===== src/rtl/uart_tx_block.sv =====
// UART transmitter: one-entry holding buffer feeding an 8N1-style serializer
// with a runtime data width (5..8) and bit period, both latched per frame.
module uart_tx_block #(
  parameter int MIN_BIT_PERIOD = 10
) (
  input  logic        clk,
  input  logic        rst,
  input  logic [3:0]  data_size,
  input  logic [13:0] bit_period,
  input  logic [7:0]  tx_data,
  input  logic        tx_valid,
  output logic        tx_ready,
  output logic        serial_out,
  output logic        busy,
  output logic        frame_done
);

  typedef enum logic [1:0] {IDLE, START, DATA, STOP} state_t;

  localparam logic [13:0] MIN_PER = 14'(MIN_BIT_PERIOD);

  state_t      state;
  logic        buf_full;
  logic [7:0]  buf_data;
  logic [7:0]  shift;
  logic [3:0]  bit_cnt;
  logic [3:0]  lsize;
  logic [13:0] lper;
  logic [13:0] per_cnt;

  logic [3:0]  eff_size;
  logic [13:0] eff_per;
  logic        accept;
  logic        bit_end;
  logic        load;

  assign eff_size = (data_size >= 4'd5 && data_size <= 4'd8) ? data_size : 4'd8;
  assign eff_per  = (bit_period < MIN_PER) ? MIN_PER : bit_period;
  assign accept   = tx_valid && tx_ready;
  assign bit_end  = (per_cnt == lper);
  // Buffer drains whenever the FSM begins a frame, from IDLE or straight out of STOP.
  assign load     = buf_full && ((state == IDLE) || (state == STOP && bit_end));

  // accept and load can never coincide: tx_ready high implies buf_full low.
  always_ff @(posedge clk) begin
    if (rst) begin
      buf_full <= 1'b0;
      buf_data <= '0;
      tx_ready <= 1'b1;
    end else begin
      if (accept) begin
        buf_full <= 1'b1;
        buf_data <= tx_data;
      end else if (load) begin
        buf_full <= 1'b0;
      end
      tx_ready <= accept ? 1'b0 : !buf_full;
    end
  end

  always_ff @(posedge clk) begin
    if (rst) begin
      state      <= IDLE;
      shift      <= '0;
      bit_cnt    <= '0;
      lsize      <= '0;
      lper       <= '0;
      per_cnt    <= '0;
      serial_out <= 1'b1;
      busy       <= 1'b0;
      frame_done <= 1'b0;
    end else begin
      frame_done <= (state == STOP) && (per_cnt == lper - 14'd1);
      if (load) begin
        state      <= START;
        shift      <= buf_data;
        lsize      <= eff_size;
        lper       <= eff_per;
        bit_cnt    <= '0;
        per_cnt    <= 14'd1;
        serial_out <= 1'b0;
        busy       <= 1'b1;
      end else begin
        case (state)
          IDLE: per_cnt <= '0;
          START: begin
            if (bit_end) begin
              state      <= DATA;
              per_cnt    <= 14'd1;
              serial_out <= shift[0];
            end else begin
              per_cnt <= per_cnt + 14'd1;
            end
          end
          DATA: begin
            if (bit_end) begin
              per_cnt <= 14'd1;
              if (bit_cnt == lsize - 4'd1) begin
                state      <= STOP;
                serial_out <= 1'b1;
              end else begin
                shift      <= shift >> 1;
                serial_out <= shift[1];
                bit_cnt    <= bit_cnt + 4'd1;
              end
            end else begin
              per_cnt <= per_cnt + 14'd1;
            end
          end
          STOP: begin
            if (bit_end) begin
              state   <= IDLE;
              per_cnt <= '0;
              busy    <= 1'b0;
            end else begin
              per_cnt <= per_cnt + 14'd1;
            end
          end
          default: state <= IDLE;
        endcase
      end
    end
  end

endmodule


===== config.mk =====
export PLATFORM = sky130hd
export DESIGN_NAME = uart_tx_block
export DESIGN_NICKNAME = d
export VERILOG_FILES = /design/src/rtl/uart_tx_block.sv
export SDC_FILE = /design/constraint.sdc
export NUM_CORES = 1
export LEC_CHECK = 0
export BUFFER_PORTS_ARGS = -buffer_cell sky130_fd_sc_hd__buf_4
export CORE_MARGIN = 2
export CORE_UTILIZATION = 40
export DETAILED_ROUTE_END_ITERATION = 8
export PLACE_DENSITY_LB_ADDON = 0.2
export SYNTH_ARGS = -nofsm -noshare
export SYNTH_HDL_FRONTEND = slang
export SYNTH_SLANG_ARGS = --single-unit
export TNS_END_PERCENT = 10

===== constraint.sdc =====
create_clock -name clk -period 6.2 [get_ports clk]
set_input_delay 0.62 -clock clk [delete_from_list [all_inputs] [get_ports clk]]
set_output_delay 0.62 -clock clk [all_outputs]
set_load 0.005 [all_outputs]

* After elaboration in Yosys (flattened, before gate mapping)
Index checks and enable logic that the tools add are counted.
Storage, ports and cells: bits in registers 59, latch bits 0, RAM bits 0, memory bits (read-only) 0, memories kept 0
Operators by class: add/subtract/negate cells 4, multipliers 0, divide/modulo/power cells 0, $lt $le $gt $ge 3, equality and inequality tests 15, shifts and indexed selects 0, muxes and demuxes 27, bitwise gates (word level) 1, reduce and logical (&&, ||, !) cells 23
Operator list (number):
- 14-bit 2-to-1 mux | 3
- 14-bit case mux with 3 select lines | 1
- 8-bit 2-to-1 mux | 4
- 14-bit == test | 2
- 14-bit by 1-bit adder with 14-bit output, second input constant | 1
- 14-bit by 4-bit less-than comparator with 1-bit output, second input constant | 1
- 14-bit by 1-bit subtractor with 14-bit output, second input constant | 1
- 1-bit 2-to-1 mux | 12
- 3-bit inequality test, second input constant | 4
- 2-bit inequality test, second input constant | 5
- 5-bit AND reduction | 2
- 3-bit AND reduction | 3
- 2-bit 2-to-1 mux | 4
- 2-bit nonzero test | 4
- 2-bit case mux with 3 select lines | 1
- 3-bit nonzero test | 2
- 1-bit logical AND | 5
- 4-bit by 1-bit adder with 4-bit output, second input constant | 1
- 2-bit == test, second input constant | 2
- 4-bit == test | 1
- 4-bit by 3-bit >= comparator with 1-bit output, second input constant | 1
- 4-bit less-or-equal comparator, second input constant | 1
- 4-bit 2-to-1 mux | 1
- 4-bit nonzero test | 1
- 9 further kinds | 10

* Depth between registers and ports, before layout
depth in word-level cells 6, gate-level depth with buffers 9

* Least setup slack after synthesis
OpenSTA, ideal clock, no wires.
path type register to register, start register lper[10], end register per_cnt[0], library setup time 0.103 ns, data arrival time 1.874 ns, slack 4.223 ns, cell stages (with the launch flop) 8, path buffers 2, cell sequence dfxtp_1 -> buf_6 -> or2_4 -> a2111oi_4 -> and4_1 -> buf_2 -> nor3b_1 -> a2111oi_2
On the way: cells in the longest elaborated chain, start to end 5, elaborated cells on any way between the ends 8, classes of those cells 1 x eq/ne; 4 x mux; 3 x reduce/logical
RTL lines:
- start, declared | line 28 | logic [13:0] lper;
- start signal, assigned | line 78 | lper <= eff_per;
- 14-bit == test (*) | line 40 | assign bit_end = (per_cnt == lper);
- parallel branches: the longest is 3 deep, another holds 14-bit 2-to-1 mux
- 1-bit 2-to-1 mux (*) | line 74 | if (load) begin
- end signal, assigned | line 92 | per_cnt <= per_cnt + 14'd1;
- end signal, assigned | line 107 | per_cnt <= per_cnt + 14'd1;
- end signal, assigned | line 116 | per_cnt <= per_cnt + 14'd1;
- end, declared | line 29 | logic [13:0] per_cnt;
Every way passes the cells marked *. A chain may end at the register's enable or synchronous reset.

* Worst setup path after layout
start register per_cnt[9], end register shift[5]
On the way: cells in the longest elaborated chain, start to end 6, elaborated cells on any way between the ends 9, classes of those cells 2 x eq/ne; 1 x mux; 6 x reduce/logical
RTL lines:
- 14-bit == test (*) | line 40
- 1-bit logical AND | line 42 | assign load = buf_full && ((state == IDLE) || (state == STOP && bit_end));
- 1-bit logical OR | line 42
- 1-bit logical AND | line 42
- 2-bit inequality test (no line) or 2-bit nonzero test (tied branches)
- 3-bit AND reduction (no line)
- end signal, assigned | line 76 | shift <= buf_data;
- end signal, assigned | line 102 | shift <= shift >> 1;
- end, declared | line 25 | logic [7:0] shift;
Every way passes the cells marked *; elsewhere a longest branch is shown, timed or not.

==> results.toml <==
[status]
outcome = "completed"

[route]
topRoutingLayerUsed = "met4"
drtIter0Drc = 165
ant_nets = 0
dr_wl_met3_um = 336
wl_per_cell_um = 14.0
first_pass_iters = 6
wl_met2_um = 2910
routed_wl_um = 6930
drc = 0
vias_per_cell = 5.19
wl_met1_um = 3570
via_count = 2576

[placed_design]
dp_cells = 481
hpwl_um = 5050
gp_congestion = 0.821
io_buffers = 32
post-place-ws_ns = 3.66

[timing]
min_period_ns = 2.57
hold_violations = 0
fmax_ghz = 0.389
layout_setup_ws_ns = 3.63
slew_violations = 0
slew_headroom = 0.517
tightestPinTransition_ns = 0.725
finalSetupViolations = 0
min_period_over_period = 0.415
tns_ns = 0
fin_worst_skew_ns = 0.00891
rsz0062_at_grt = "false"

[pwr]
seqPwrFrac = 0.436
p_leak_nw = 1.41
switching_share = 0.288
power_switching_mw = 0.278
internal_power_mw = 0.687
total_power_mw = 0.965
pwr-share-comb = 0.195
power-per-cell-area_nw_per_um2 = 271
pwr-share-clk = 0.369
irDropWorstVdd_uv = 136

[critical_path]
critPathArrivalTime_ns = 2.78
start_kind = "register"
path_max_fanout = 13
cp.required_ns = 6.41
critPathCaptureType = "register"
path_class = "register to register"
r2r_slack_ns = 3.63

[floorplan]
chipWidth_um = 92.0
io_pins = 33
initial_core_util = 0.407
core_area_um2 = 7610
dieHeight_um = 92.0
rows = 32
die_area_um2 = 8460

[yosys]
ys_seq_elements = 59
synth_cell_type_count = 53
synthFlopType = "dfxtp_1"
synth_area_um2 = 3100
ys_seq_area_frac = 0.381
synth_cells = 367
synth_edf_count = 0
syn_nets = 404
yosys_warnings = 0
ys_async_sr_fraction = 0
syn_avg_cell_area_um2 = 8.44

[clock_network]
cts_tree = "yes"
ctsResizeCount = 0
numCtsBuffers = 9
clock_path_buffers = 2
holdBufCountCts = 0
path_clk_slew_ns = 0.07
cts_setup_buffers = 0
htree_levels = 3
clk-insertion-delay-late_ns = 0.34
clk_root_buffer_cell = "clkbuf_8"
cts_sinks = 59

[global_route]
grt_max_degree = 38
grt_usage = 0.180
grt_pass1_wl_um = 12100
grt_pass1_vias = 2507
grt.overflow.total = 0
antenna_found_initial = 0

[cells_and_area]
finalNetCount = 427
multiInputGateArea_um2 = 1780
final_cells = 496
n_antenna_cell = 0
area_growth_pct = 15.0
num-fill-cells = 781
drive_gt1_frac = 0.140
seqCellArea_um2 = 1180

[run]
cap_violations = 0

[min_path]
hold_class = "register to register"
==> area by class of cell <==
cell class	count	share of cell area
clock inverters	4	0.0140
well taps	102	0.0358
clock buffers	11	0.0425
flip-flops and latches	59	0.331
multi-input cells	279	0.498
repair buffers	33	0.0695
inverters	8	0.00843
==> path summary, 6_finish.rpt <==
check | from | endpoint | cells past startpoint
max | per_cnt[9] | shift[5] | 6
min | buf_data[2] | buf_data[2] | 2
max reg2reg | per_cnt[9] | shift[5] | 6
min reg2reg | buf_data[2] | buf_data[2] | 2
==> worst max-delay path: stages (launching register included) <==
cell and delay [ns]:
dfxtp_1 0.49, xor2_1 0.11, nor4_1 0.57, and4_1 0.60, and2_4 0.35, mux2i_1 0.22
a211oi_1 0.09
==> state kept, by name, indices dropped and copies added, names as in the netlist <==
register,count
buf_full,1
bit_cnt,4
lsize,4
per_cnt,14
serial_out,1
shift,8
frame_done,1
busy,1
state,2
tx_ready,1
buf_data,8
lper,14
==> power by group through the flow <==
stage	logic, mW	registers (mW)	clock network [mW]
after floorplan	0.148	0.422	0
after global placement	0.185	0.429	0
after detailed placement	0.186	0.429	0
after CTS	0.189	0.421	0.364
after global routing	0.212	0.424	0.384
final	0.188	0.421	0.356
==> per-stage QoR <==
stage	util	hold WS [ns]	cell area (um^2)
after floorplan	-	0.432	3100
after detailed placement	0.442	0.449	3360
after global placement	0.442	0.450	3360
final	0.468	0.459	3560
after global routing	0.468	0.475	3560
after CTS	0.468	0.459	3560
==> cell usage after synthesis (all sizes together) (2+ instances only) <==
library cell  instances  area share
and3                  4      0.0081
and2                  5       0.011
or2                   3      0.0069
nor3b                 2      0.0048
a211oi                9       0.022
nor4                  6       0.012
a41o                  2      0.0065
dfxtp                59        0.38
buf                  10       0.023
a21oi                29       0.047
mux2i                11       0.036
nand3                14       0.023
nand3b                2      0.0048
or3                   2      0.0040
and4                  4       0.011
nand4                 3      0.0061
xnor2                 8       0.023
inv                   8      0.0097
a221oi                2      0.0057
o211a                 2      0.0065
nor3                  6      0.0097
nor4b                 2      0.0057
nor2                 34       0.041
a31oi                 3      0.0061
o2111a                2      0.0073
xor2                 28       0.079
a2111oi               2       0.014
nor2b                 2      0.0040
nand4b                2      0.0057
nand2b                2      0.0040
nand2                59       0.071
ha                    8       0.032
o21ai                 8       0.013
clkbuf               11       0.013
==> placed cells by master (no fill, tap or decap), drive strengths merged, types with 3 or more instances in the layout <==
| cell | count |
|---|---|
| a211oi | 9 |
| a21oi | 29 |
| a31oi | 3 |
| and2 | 5 |
| and3 | 4 |
| and4 | 4 |
| buf | 33 |
| clkbuf | 11 |
| dfxtp | 59 |
| ha | 8 |
| inv | 8 |
| mux2i | 11 |
| nand2 | 59 |
| nand3 | 14 |
| nand4 | 3 |
| nor2 | 34 |
| nor3 | 6 |
| nor4 | 6 |
| o21ai | 8 |
| or2 | 3 |
| xnor2 | 8 |
| xor2 | 28 |
==> cell families after synthesis <==
logic type,Yosys count,synth area share
adders and majority gates,8,0.0323
and+or+nand+nor,156,0.246
xor gates and xnor gates,37,0.109
AOI/OAI and AO/OA,67,0.150
muxes,11,0.0355
DFF,59,0.381
buffers and inverters,29,0.0456
==> layer usage <==
layer | vias up | GRT usage
li1 | 1329 | -
met1 | 1181 | 0.256
met2 | 55 | 0.261
met3 | 11 | 0.0378
met4 | 0 | 0.0833
met5 | - | 0
Power figures use the tool's default switching activity.
